<file path="src/rtl/string_compare_engine_if.sv">
// Paired word-FIFO read ports (A and B) feeding the compare engine.
// master: FIFO side drives data/valid; slave: engine drives ready (pop).
interface string_compare_engine_if;
  logic [31:0] a_data;
  logic        a_valid;
  logic        a_ready;
  logic [31:0] b_data;
  logic        b_valid;
  logic        b_ready;

  modport master (
    output a_data, a_valid, b_data, b_valid,
    input  a_ready, b_ready
  );

  modport slave (
    input  a_data, a_valid, b_data, b_valid,
    output a_ready, b_ready
  );
endinterface

</file>
<file path="src/rtl/string_compare_engine.sv">
// Pops paired words from FIFO A/B and compares up to `length` bytes.
// Ports: clk, reset, go, length, fifo (A/B pop ports), busy, done, equal,
// a_gt_b, mismatch_idx.
module string_compare_engine #(
  parameter int MAX_WORDS = 16,
  parameter int LEN_W     = $clog2(4*MAX_WORDS+1)
) (
  input  logic             clk,
  input  logic             reset,
  input  logic             go,
  input  logic [LEN_W-1:0] length,
  string_compare_engine_if.slave fifo,
  output logic             busy,
  output logic             done,
  output logic             equal,
  output logic             a_gt_b,
  output logic [LEN_W-1:0] mismatch_idx
);

  typedef enum logic [1:0] {
    IDLE, FETCH, CMP, FIN
  } state_t;

  localparam logic [LEN_W-1:0] MAX_LEN =
    LEN_W'(4*MAX_WORDS);

  state_t           state;
  logic [LEN_W-1:0] len_q;
  logic [LEN_W-1:0] off_q;
  logic [LEN_W-1:0] rem;
  logic [LEN_W-1:0] len_clamp;
  logic [31:0]      a_q;
  logic [31:0]      b_q;
  logic             found;
  logic             pop;
  logic             last;
  logic             hit;
  logic             hit_gt;
  logic [1:0]       hit_idx;

  assign len_clamp = (length > MAX_LEN) ? MAX_LEN : length;

  // Both FIFOs pop together or not at all, so A and B stay word-aligned.
  assign pop = (state == FETCH) & fifo.a_valid & fifo.b_valid;
  assign fifo.a_ready = pop;
  assign fifo.b_ready = pop;

  // Bytes still to compare from the current word onward.
  assign rem  = len_q - off_q;
  assign last = rem <= LEN_W'(4);

  // Lowest-index mismatching byte within the held word; bytes past the
  // end of the string are masked off. Descending scan leaves the lowest.
  always_comb begin
    hit     = 1'b0;
    hit_idx = '0;
    hit_gt  = 1'b0;
    for (int j = 3; j >= 0; j--) begin
      if (LEN_W'(j) < rem &&
          a_q[8*(3-j) +: 8] != b_q[8*(3-j) +: 8]) begin
        hit     = 1'b1;
        hit_idx = 2'(j);
        hit_gt  = a_q[8*(3-j) +: 8] > b_q[8*(3-j) +: 8];
      end
    end
  end

  always_ff @(posedge clk or posedge reset) begin
    if (reset) begin
      state        <= IDLE;
      len_q        <= '0;
      off_q        <= '0;
      a_q          <= '0;
      b_q          <= '0;
      found        <= 1'b0;
      busy         <= 1'b0;
      done         <= 1'b0;
      equal        <= 1'b0;
      a_gt_b       <= 1'b0;
      mismatch_idx <= '0;
    end else begin
      case (state)
        IDLE: begin
          if (go) begin
            len_q        <= len_clamp;
            off_q        <= '0;
            found        <= 1'b0;
            equal        <= 1'b0;
            a_gt_b       <= 1'b0;
            mismatch_idx <= '0;
            done         <= 1'b0;
            if (len_clamp == '0) begin
              state <= FIN;
            end else begin
              state <= FETCH;
              busy  <= 1'b1;
            end
          end
        end
        FETCH: begin
          if (pop) begin
            a_q   <= fifo.a_data;
            b_q   <= fifo.b_data;
            state <= CMP;
          end
        end
        CMP: begin
          // Only the first mismatch of the whole string is kept.
          if (hit && !found) begin
            found        <= 1'b1;
            mismatch_idx <= off_q + LEN_W'(hit_idx);
            a_gt_b       <= hit_gt;
          end
          // Keep draining after a mismatch so the FIFOs end aligned.
          if (last) begin
            state <= FIN;
            busy  <= 1'b0;
          end else begin
            off_q <= off_q + LEN_W'(4);
            state <= FETCH;
          end
        end
        FIN: begin
          done  <= 1'b1;
          equal <= !found;
          if (!found) mismatch_idx <= len_q;
          state <= IDLE;
        end
        default: state <= IDLE;
      endcase
    end
  end

endmodule

</file>
<file path="src/flat_wrapper.sv">
// flat-port wrapper written by rule: the top's interface ports become plain ports
module string_compare_engine_flat 
#(
  parameter int MAX_WORDS = 16,
  parameter int LEN_W     = $clog2(4*MAX_WORDS+1)
)
  (clk, reset, go, length, busy, done, equal, a_gt_b, mismatch_idx, fifo_a_data, fifo_a_valid, fifo_b_data, fifo_b_valid, fifo_a_ready, fifo_b_ready);
  string_compare_engine_if fifo_i ();
  input  logic clk;
  input  logic reset;
  input  logic go;
  input  logic [LEN_W-1:0] length;
  output logic busy;
  output logic done;
  output logic equal;
  output logic a_gt_b;
  output logic [LEN_W-1:0] mismatch_idx;
  input wire logic [$bits(fifo_i.a_data)-1:0] fifo_a_data;
  input wire logic [$bits(fifo_i.a_valid)-1:0] fifo_a_valid;
  input wire logic [$bits(fifo_i.b_data)-1:0] fifo_b_data;
  input wire logic [$bits(fifo_i.b_valid)-1:0] fifo_b_valid;
  output wire logic [$bits(fifo_i.a_ready)-1:0] fifo_a_ready;
  output wire logic [$bits(fifo_i.b_ready)-1:0] fifo_b_ready;
  assign fifo_i.a_data = fifo_a_data;
  assign fifo_i.a_valid = fifo_a_valid;
  assign fifo_i.b_data = fifo_b_data;
  assign fifo_i.b_valid = fifo_b_valid;
  assign fifo_a_ready = fifo_i.a_ready;
  assign fifo_b_ready = fifo_i.b_ready;
  string_compare_engine #(.MAX_WORDS(MAX_WORDS), .LEN_W(LEN_W)) u_core (.clk(clk), .reset(reset), .go(go), .length(length), .fifo(fifo_i), .busy(busy), .done(done), .equal(equal), .a_gt_b(a_gt_b), .mismatch_idx(mismatch_idx));
endmodule
</file>
<file path="config.mk">
export PLATFORM = sky130hd
export DESIGN_NAME = string_compare_engine_flat
export DESIGN_NICKNAME = d
export VERILOG_FILES = /design/src/rtl/string_compare_engine_if.sv /design/src/rtl/string_compare_engine.sv /design/src/flat_wrapper.sv
export SDC_FILE = /design/constraint.sdc
export NUM_CORES = 1
export LEC_CHECK = 0
export ABC_AREA = 1
export CAP_MARGIN = 20
export CORE_MARGIN = 1
export CORE_UTILIZATION = 38
export CTS_CLUSTER_DIAMETER = 40
export DETAILED_ROUTE_END_ITERATION = 8
export PLACE_DENSITY = 0.66
export SYNTH_ARGS = -nofsm -noshare
export SYNTH_HDL_FRONTEND = slang
export SYNTH_SLANG_ARGS = --single-unit
</file>
<file path="constraint.sdc">
create_clock -name clk -period 3.4 [get_ports clk]
set_clock_uncertainty 0.05 [all_clocks]
set_input_delay 0.68 -clock clk [delete_from_list [all_inputs] [get_ports clk]]
set_output_delay 0.68 -clock clk [all_outputs]
set_load 0.05 [all_outputs]
</file>
==> results.py, run 1 <==
metrics = {
    "run_status": {
        "status": "complete, no violations",
    },
    "layout": {
        "final_nets": 816,
        "layout-drive-gt1-share_pct": 4.68,
        "ff_latch_area_um2": 2250,
        "area.growth.synth_to_final_pct": 29.1,
        "fillers": 1199,
        "multi_input_area_um2": 2230,
        "diodes": 0,
    },
    "sta": {
        "hold_viol": 0,
        "tightest_slew_ns": 0.659,
        "setup_viol": 0,
        "fmax_mhz": 380,
        "whs_ns": 0.428,
        "timing.setup.tns_ns": 0,
        "min_period_over_period_pct": 77.3,
        "fin_ws_ns": 0.770,
        "relSlewSlack_pct": 56.1,
        "rsz0062_at_grt": "false",
        "finalMaxSlewViolations": 0,
        "min_period_ns": 2.63,
    },
    "yosys": {
        "synth_area_um2": 4860,
        "synth.area.top_cells": "dfrtp_1, nand2_1, ha_1, inv_1, o21ai_0",
        "synthAdderAreaFrac_pct": 10.3,
        "syn_inst": 612,
        "ys_ff_latch": 90,
        "synthArstFlopShare_pct": 100,
        "ys_seq_area_share_pct": 46.4,
        "synth_cell_type_count": 33,
        "synth_edf_count": 0,
        "synth_top_cell_area_share_pct": 46.4,
        "synth_simple_gate_area_share_pct": 24.7,
        "synth_xor_area_share_pct": 0.361,
        "synth_top_cell_by_area": "dfrtp_1",
        "synth_top_family_by_area": "simple AND/OR/NAND/NOR gates",
        "syn_avg_cell_area_um2": 7.94,
        "synth_mux_area_share_pct": 0,
        "yosysWarnings": 0,
        "synth_flop_cell": "dfrtp_1",
        "synth_compound_area_share_pct": 10.4,
    },
    "setup_path": {
        "endpoint_kind": "flop",
        "critical_path_peak_fanout": 6,
        "worst-endpoint-required_ns": 3.60,
        "crit_arrival_ns": 2.83,
        "critPathKind": "flop to flop",
        "r2r_cells": 17,
        "startpoint_type": "flop",
    },
    "global_routing": {
        "grtUsageTotal_pct": 18.8,
        "grt_max_degree": 97,
        "grt_pass1_vias": 4156,
        "grt_pass1_wl_mm": 19.2,
        "antenna_found_initial": 0,
        "gr-total-overflow": 0,
    },
    "place": {
        "portBuffers": 88,
        "pre_cts_slack_ns": 0.734,
        "routabilityCongestion": 0.838,
        "post-dp-hpwl_mm": 8.23,
    },
    "drt": {
        "drc": 0,
        "wl_mm": 11.1,
        "num_vias": 4105,
        "postRouteAntennaNets": 0,
        "first_iter_violations": 219,
        "wl_per_cell_um": 12.7,
        "firstDrtPassIters": 5,
        "routed_via_density": 4.70,
    },
    "floorplan": {
        "rows": 40,
        "fp.dieArea_um2": 13200,
        "start_util_pct": 39.8,
        "die_w_um": 115,
        "die_y_um": 115,
        "pin_count": 89,
        "core_um2": 12200,
    },
    "clock_tree": {
        "cts.htree.levels": 3,
        "clkTransAtPathRegs_ns": 0.06,
        "cts_root_buf": "clkbuf_16",
        "cts_sinks": 90,
        "cts_setup_buffers": 0,
        "cts_buffers": 9,
        "ctsResizeCount": 0,
        "clockBufferDepth": 2,
        "cts_hold_buf": 0,
        "clkLatencyLatePin_ns": 0.35,
        "cts_tree": "yes",
    },
    "worst_hold_path": {
        "hold_path_depth": 2,
        "min_path_type": "flop to flop",
    },
    "power_and_ir_drop": {
        "p_per_area_nw_per_um2": 853,
        "p_leak_uw": 0.00313,
        "peakVddDrop_v": 0.000313,
    },
    "flow_run": {
        "maxCapViolCount": 0,
    },
}
==> layer usage <==
layer  track usage (%)  part of all wire, %
met1              24.9                   48
met2              30.3                   47
met3              3.37                  3.9
met4              7.97                  1.7
met5                 0                    0
==> area by class of cell <==
cell class	instances	share of cell area (%)
clock buffer	11	3.87
clock inverter	5	1.24
inverter	83	4.99
multi-input combinational	424	35.6
sequential	90	35.9
tap	168	3.35
timing repair buffer	92	15.0
==> sequential cells by signal, indices dropped and copies added (netlist names), 2 cells and up <==
name / flops
u_core.len_q: 7
u_core.off_q: 5
u_core.state: 2
u_core.a_q: 32
u_core.mismatch_idx: 7
u_core.b_q: 32
==> worst max-delay path: stages (launching register included) <==
cell and delay, ns:
dfrtp_1 0.41, inv_1 0.09, ha_1 0.39, nand3_1 0.14, nand2_1 0.09, nand2_1 0.08, nand3_1 0.11, nor2_4 0.18
nand3_1 0.11, nand2_1 0.10, nand2_2 0.08, nand2_1 0.06, nor2_1 0.04, ha_1 0.28, nand2_1 0.06, o21ai_0 0.09
nand4_1 0.11, nand2_1 0.05
==> logic make-up (layout without fill, tap and decap cells) <==
kind of cell	after synthesis	after routing
and+or+nand+nor	286	286
buffers and inverters	99	191
AOI/OAI and AO/OA	93	93
DFF	90	90
adders and majority gates	40	40
other	2	3
xor gates and xnor gates	2	2
==> where the power goes <==
part / switching (µW) / internal [µW]
Combinational: 1540 / 949
Clock: 427 / 662
Sequential: 235 / 1540
==> cell usage in the layout (no fill, tap or decap), types with 2 or more instances in the layout <==
master	instances
nand2_1	205
dfrtp_1	90
clkdlybuf4s50_1	86
inv_1	81
o21ai_0	57
ha_1	40
nand3_1	33
a21oi_1	25
nor2_1	22
clkbuf_16	9
nand2_2	6
nand4_1	6
nor3_1	5
o22ai_1	4
nand3b_1	3
clkinv_2	3
conb_1	3
buf_12	3
buf_4	3
xnor2_1	2
bufinv_16	2
==> through the flow <==
step	cells	util, %	instance area [µm²]	total power, µW
6_report	873	51.4	6270	5350
4_1_cts	873	51.4	6270	5400
5_1_grt	873	51.4	6270	5880
3_5_place_dp	857	48.7	5950	4280
2_1_floorplan	613	-	4860	3570
3_3_place_gp	857	48.7	5950	4210
==> synth_stat cells (2+ instances only) <==
cell type / instances
o21ai_0: 57
buf_1: 2
o22ai_1: 4
nand2_2: 6
nand4_1: 6
conb_1: 2
xnor2_1: 2
nand3_1: 33
ha_1: 40
dfrtp_1: 90
nand2_1: 205
clkbuf_1: 11
nor3_1: 5
a21oi_1: 25
nor2_1: 22
nand3b_1: 3
inv_1: 82
buf_2: 2
==> path summary, 6_finish.rpt <==
path | from | endpoint | slack (ns)
max in group asynchronous | reset | u_core.b_q[11] | 1.94
max reg2reg | u_core.off_q[2] | u_core.mismatch_idx[1] | 0.77
min reg2reg | u_core.mismatch_idx[2] | u_core.mismatch_idx[2] | 0.43
max | u_core.off_q[2] | u_core.mismatch_idx[1] | 0.77
min in group asynchronous | reset | u_core.mismatch_idx[3] | 0.49
min | u_core.mismatch_idx[2] | u_core.mismatch_idx[2] | 0.43
Power figures use the tool's default switching activity.
==> inputs of run 2 (changes only) <==
--- a/config.mk
+++ b/config.mk
@@ -11,7 +11,7 @@
 export CORE_UTILIZATION = 38
 export CTS_CLUSTER_DIAMETER = 40
 export DETAILED_ROUTE_END_ITERATION = 8
-export PLACE_DENSITY = 0.66
+export PLACE_DENSITY = 0.68
 export SYNTH_ARGS = -nofsm -noshare
 export SYNTH_HDL_FRONTEND = slang
 export SYNTH_SLANG_ARGS = --single-unit
==> constraint.sdc (replaced) <==
create_clock -name clk -period 2.2 [get_ports clk]
set_clock_uncertainty 0.05 [all_clocks]
set_input_delay 0.44 -clock clk [delete_from_list [all_inputs] [get_ports clk]]
set_output_delay 0.44 -clock clk [all_outputs]
set_load 0.05 [all_outputs]
==> run 2 against run 1 <==
Compared with the run above:
- the flow now finishes with violations (setup timing)
- setup slack worse by 0.89 ns
- wire length up 2.7%
- sequential share of layout area shrank 1.6 points
- final cell count up 3.6%
- maximum frequency rose by 13%
- first-iteration DRC count is 19% lower
- final area rose by 4.8%
- sequential cell count stayed put
- critical path type unchanged
- register-to-register slack worse by 0.89 ns
- critical path depth down 1
- global-route usage increased by 0.089 points
==> results.py, run 2 (synthesis results as in run 1) <==
metrics = {
    "clock_tree": {
        "cts_tree": "yes",
        "cts_sinks": 90,
        "clkLatencyLatePin_ns": 0.35,
        "cts_buffers": 9,
        "cts_root_buf": "clkbuf_16",
        "cts_hold_buf": 0,
        "cts.htree.levels": 3,
        "clkTransAtPathRegs_ns": 0.06,
        "clockBufferDepth": 2,
    },
    "floorplan": {
        "die_w_um": 115,
        "core_um2": 12200,
        "rows": 40,
        "fp.dieArea_um2": 13200,
        "die_y_um": 115,
        "pin_count": 89,
        "start_util_pct": 39.8,
    },
    "layout": {
        "ff_latch_area_um2": 2250,
        "layout-drive-gt1-share_pct": 11.3,
        "area.growth.synth_to_final_pct": 35.3,
        "fin_util_pct": 53.8,
        "stdcell_count": 904,
        "multi_input_area_um2": 2320,
        "final_common_cell": "nand2_1",
        "top_regs": "u_core.a_q (32), u_core.b_q (32)",
        "final_nets": 847,
        "layout.cells.most_common_list": "nand2_1, dfrtp_1, clkdlybuf4s50_1",
        "fillers": 1188,
        "diodes": 0,
    },
    "place": {
        "post-dp-hpwl_mm": 8.55,
        "portBuffers": 88,
        "pre_cts_slack_ns": -0.138,
        "dp_cells": 882,
        "routabilityCongestion": 0.865,
    },
    "sta": {
        "relSlewSlack_pct": 65.9,
        "min_period_over_period_pct": 105,
        "tightest_slew_ns": 0.510,
        "fin_ws_ns": -0.120,
        "finalMaxSlewViolations": 0,
        "hold_viol": 0,
        "min_period_ns": 2.32,
        "setup_viol": 9,
        "fmax_mhz": 431,
        "rsz0062_at_grt": "true",
    },
    "drt": {
        "routed_via_density": 4.80,
        "wl_per_cell_um": 12.6,
        "num_vias": 4338,
        "first_iter_violations": 178,
        "drc": 0,
        "wl_mm": 11.4,
        "postRouteAntennaNets": 0,
        "firstDrtPassIters": 5,
    },
    "setup_path": {
        "cpPeakStageDelay_ns": 0.39,
        "crit_arrival_ns": 2.56,
        "slowest_stage": "dfrtp_1",
        "critical_path_peak_fanout": 8,
        "endpoint_kind": "flop",
        "path_delay_family": "simple AND/OR/NAND/NOR gates",
        "cp_common_cell": "nand2_1",
        "critPathBufInv": 2,
        "crit_chain": "inv_2 -> ha_4 -> a21oi_2 -> nand2_1 -> nand2_1 -> nand3_2 -> nor2_4 -> nand3_2 -> nand2_2 -> nand2_2 -> buf_4 -> o21ai_4 -> nand2_4 -> nand3_4 -> nand2_1 -> nand2_1",
        "startpoint_type": "flop",
        "worst-endpoint-required_ns": 2.44,
        "critPathKind": "flop to flop",
    },
    "global_routing": {
        "grtUsageTotal_pct": 18.9,
        "antenna_found_initial": 0,
        "grt_util_met1_pct": 24.5,
        "grt_max_degree": 91,
        "grt_pass1_wl_mm": 19.3,
        "gr-usage-met2_pct": 30.5,
        "busiest_layer": "met2",
        "grt.met3_usage_pct": 3.74,
        "grt_pass1_vias": 4211,
        "gr-total-overflow": 0,
    },
    "worst_hold_path": {
        "min_path_type": "flop to flop",
    },
    "run_status": {
        "status": "complete, but fails checks",
        "violations": "setup timing",
    },
    "power_and_ir_drop": {
        "p_leak_uw": 0.00328,
        "peakVddDrop_v": 0.000569,
        "p_per_area_nw_per_um2": 1290,
    },
    "flow_run": {
        "maxCapViolCount": 0,
    },
}
## run 2: changes by cell type in the layout (fill, tap and decap cells not counted), moves of 2 or more
cell / change
inv_2: +3
bufinv_16: -2
o21ai_1: +2
ha_1: -3
nand2_2: +8
nand3_1: -5
clkbuf_8: +2
buf_4: +29
ha_4: +3
nand3_2: +5
nand2_1: -8
o21ai_0: -2
inv_1: -3
## run 2: final timing paths
kind | from | to | slack [ns] | depth (start not counted)
worst min-delay path | u_core.found | u_core.equal | 0.41 | 1
worst min register to register | u_core.found | u_core.equal | 0.41 | 1
max in group asynchronous | reset | u_core.a_q[13] | 1.21 | 3
worst max register to register | u_core.off_q[3] | u_core.mismatch_idx[1] | -0.12 | 16
worst max-delay path | u_core.off_q[3] | u_core.mismatch_idx[1] | -0.12 | 16
min in group asynchronous | reset | u_core.b_q[27] | 0.53 | 3
## run 2: per-stage QoR
step	cell area, µm²	hold WS (ns)	power [µW]	setup TNS (ns)
global placement	6210	0.401	6790	-0.0369
detailed placement	6210	0.409	6950	-0.636
finish	6570	0.415	8490	-0.806
floorplan	4920	0.390	5630	0
CTS	6520	0.417	8500	-0.582
global route	6570	0.444	9300	-2.39
## run 2: per-layer routing
layer	wire length [µm]	vias to the layer above
met5	0	-
met4	238	0
met3	631	13
met2	5380	112
met1	5150	2020
li1	-	2193
## run 2: repair_timing
action                                  CTS  global route
resized for setup                         4             8
pin swaps                                14             6
setup buffers                             2             4
endpoints found under the setup margin    9            13
## run 2: worst reg2reg max path: stages (launching register included)
cell     delay [ns]
dfrtp_1        0.39
inv_2          0.08
ha_4           0.23
a21oi_2        0.15
nand2_1        0.09
nand2_1        0.09
nand3_2        0.08
nor2_4         0.15
nand3_2        0.11
nand2_2        0.09
nand2_2        0.06
buf_4          0.13
o21ai_4        0.18
nand2_4        0.12
nand3_4        0.13
nand2_1        0.07
nand2_1        0.06
## run 2: layout make-up
| cell class | instances | share of cell area, % |
|---|---|---|
| flip-flops and latches | 90 | 34.3 |
| multi-input cells | 424 | 35.3 |
| well taps | 168 | 3.20 |
| repair buffers | 123 | 18.1 |
| clock inverters | 2 | 0.152 |
| clock buffers | 14 | 4.17 |
| inverters | 83 | 4.80 |
## run 2: where the power goes
| part | internal (µW) | total, µW | switching, µW |
|---|---|---|---|
| registers | 2370 | 2740 | 364 |
| clock network | 856 | 1480 | 626 |
| logic | 1750 | 4270 | 2530 |
| total | 4980 | 8490 | 3520 |
==> inputs of run 3 (changes only) <==
--- a/config.mk
+++ b/config.mk
@@ -7,11 +7,10 @@
 export LEC_CHECK = 0
 export ABC_AREA = 1
 export CAP_MARGIN = 20
-export CORE_MARGIN = 1
 export CORE_UTILIZATION = 38
 export CTS_CLUSTER_DIAMETER = 40
 export DETAILED_ROUTE_END_ITERATION = 8
-export PLACE_DENSITY = 0.68
+export PLACE_DENSITY = 0.62
 export SYNTH_ARGS = -nofsm -noshare
 export SYNTH_HDL_FRONTEND = slang
 export SYNTH_SLANG_ARGS = --single-unit
==> run 3 against run 2 <==
Compared with the run above:
- the run still ends with setup timing left
- final area rose by 2.2%
- non-clock buffer count rose by 6
- clock power rose by 21%
- sequential share of layout area fell by 0.75 points
- utilization rose by 1.2 points
- via count rose by 0.55%
- combinational power rose by 7.0%
- global-route usage barely moved
- first-iteration DRC count rose by 16%
- final cell count rose by 0.66%
- maximum frequency fell by 1.2%
- power rose by 6.9%
==> results.py, run 3 (synthesis results as in run 1) <==
metrics = {
    "layout": {
        "stdcell_count": 910,
        "layout-drive-gt1-share_pct": 13.6,
        "fillers": 1146,
        "ff_latch_area_um2": 2250,
        "area.growth.synth_to_final_pct": 38.3,
        "final_nets": 853,
        "top_regs": "u_core.a_q (32), u_core.b_q (32)",
        "multi_input_area_um2": 2350,
        "layout.cells.most_common_list": "nand2_1, dfrtp_1, clkdlybuf4s50_1",
        "fin_area_um2": 6720,
        "final_common_cell": "nand2_1",
        "diodes": 0,
    },
    "clock_tree": {
        "clkTransAtPathRegs_ns": 0.06,
        "cts_root_buf": "clkbuf_16",
        "clockBufferDepth": 2,
        "cts_sinks": 90,
        "cts.htree.levels": 3,
        "clkLatencyLatePin_ns": 0.35,
        "cts_tree": "yes",
        "cts_buffers": 9,
        "cts_hold_buf": 0,
    },
    "place": {
        "dpl_cell_area_um2": 6190,
        "dp_cells": 880,
        "pre_cts_slack_ns": -0.118,
        "post-dp-hpwl_mm": 8.44,
        "routabilityCongestion": 0.912,
        "portBuffers": 88,
    },
    "floorplan": {
        "rows": 40,
        "core_um2": 12200,
        "fp.dieArea_um2": 13200,
        "die_w_um": 115,
        "pin_count": 89,
        "die_y_um": 115,
        "start_util_pct": 39.8,
    },
    "setup_path": {
        "endpoint_kind": "flop",
        "worst-endpoint-required_ns": 2.43,
        "r2r_setup_slack_ns": -0.15,
        "startpoint_type": "flop",
        "r2r_cells": 18,
        "r2r_end": "u_core.mismatch_idx[5]",
        "crit_arrival_ns": 2.58,
        "critPathKind": "flop to flop",
        "r2r_start": "u_core.off_q[3]",
        "critical_path_peak_fanout": 8,
    },
    "power_and_ir_drop": {
        "switching_share_pct": 40.3,
        "clockPowerShare_pct": 19.7,
        "p_per_area_nw_per_um2": 1350,
        "peakVddDrop_v": 0.000572,
        "seqPwrFrac_pct": 30.0,
        "netSwitchingPower_uw": 3660,
        "internal-power_uw": 5430,
        "p_comb_share_pct": 50.3,
        "p_leak_uw": 0.00334,
    },
    "sta": {
        "setup_viol": 9,
        "relSlewSlack_pct": 66.4,
        "hold_viol": 0,
        "min_period_ns": 2.35,
        "fin_ws_ns": -0.149,
        "tightest_slew_ns": 0.502,
        "rsz0062_at_grt": "true",
        "finalMaxSlewViolations": 0,
        "min_period_over_period_pct": 107,
        "fmax_mhz": 426,
    },
    "drt": {
        "wl_per_cell_um": 12.8,
        "wl_mm": 11.7,
        "num_vias": 4362,
        "first_iter_violations": 207,
        "postRouteAntennaNets": 0,
        "wl_met2_mm": 5.53,
        "routed_via_density": 4.79,
        "wl_met3_um": 763,
        "highest_layer": "met4",
        "drt-met1-wl_mm": 5.12,
        "firstDrtPassIters": 4,
        "drc": 0,
    },
    "worst_hold_path": {
        "holdPathEnd": "u_core.mismatch_idx[6]",
        "min_from": "u_core.mismatch_idx[6]",
        "hold_path_depth": 2,
        "min_path_type": "flop to flop",
    },
    "flow_run": {
        "maxCapViolCount": 0,
    },
    "run_status": {
        "violations": "setup timing",
        "status": "complete, but fails checks",
    },
    "global_routing": {
        "grt_max_degree": 91,
        "antenna_found_initial": 0,
        "grt_pass1_vias": 4232,
        "gr-total-overflow": 0,
        "grt_pass1_wl_mm": 19.2,
        "grtUsageTotal_pct": 18.9,
    },
}
==> run 3: how the worst max path moves through the flow <==
stage	endpoint	from	slack (ns)
2_1_floorplan	u_core.mismatch_idx[1]	u_core.off_q[2]	0.005
3_3_place_gp	u_core.mismatch_idx[1]	u_core.off_q[3]	-0.03
3_5_place_dp	u_core.mismatch_idx[1]	u_core.off_q[3]	-0.12
4_1_cts	u_core.mismatch_idx[1]	u_core.len_q[3]	-0.1
5_1_grt	u_core.mismatch_idx[1]	u_core.off_q[3]	-0.32
6_report	u_core.mismatch_idx[5]	u_core.off_q[3]	-0.15
==> run 3: power by group through the flow <==
stage / clock (µW) / sequential, µW / combinational (µW)
after floorplan: 0 / 2930 / 2700
after global placement: 0 / 2730 / 4040
after detailed placement: 0 / 2750 / 4160
final: 1790 / 2730 / 4570
after CTS: 1830 / 2730 / 4310
after global routing: 1900 / 2810 / 5200
==> run 3: through the flow <==
stage	power, µW	hold WS, ns	utilization [%]	TNS [ns]
after global routing	9900	0.451	55.0	-3.12
after floorplan	5630	0.390	-	0
after global placement	6770	0.404	50.7	-0.0258
final	9080	0.420	55.0	-1.03
after detailed placement	6920	0.408	50.7	-0.662
after CTS	8870	0.423	54.0	-0.629
==> run 3: what timing repair did <==
item	4_1_cts	5_1_grt
gates resized for setup	4	22
setup buffers	6	8
setup endpoints to repair	9	17
pin swaps	12	15
hold endpoints to repair	0	0
==> run 3: metal layers <==
metal	track usage, %	vias to the layer above
met5	0	-
met4	7.10	0
met3	5.27	20
met2	31.6	122
met1	23.1	2017
li1	-	2203
==> run 3: final cells by class <==
type | count | area share [%]
Timing Repair Buffer | 129 | 18.4
Clock inverter | 6 | 1.68
Inverter | 83 | 4.71
Multi-Input combinational cell | 424 | 35.0
Tap cell | 168 | 3.13
Sequential cell | 90 | 33.5
Clock buffer | 10 | 3.56
==> run 3: worst max-delay path, stage by stage (launching register included) <==
cell	delay [ns]
dfrtp_1	0.39
inv_2	0.09
ha_4	0.24
nand2_2	0.07
inv_2	0.03
nand2_1	0.06
nand3_1	0.08
nand2_1	0.10
nand2_2	0.07
nor2_4	0.17
nand3_2	0.12
nand2_2	0.10
nand2_2	0.07
buf_6	0.12
o21ai_4	0.18
nand2_4	0.12
nand3_4	0.13
nand2_1	0.07
nand2_1	0.05
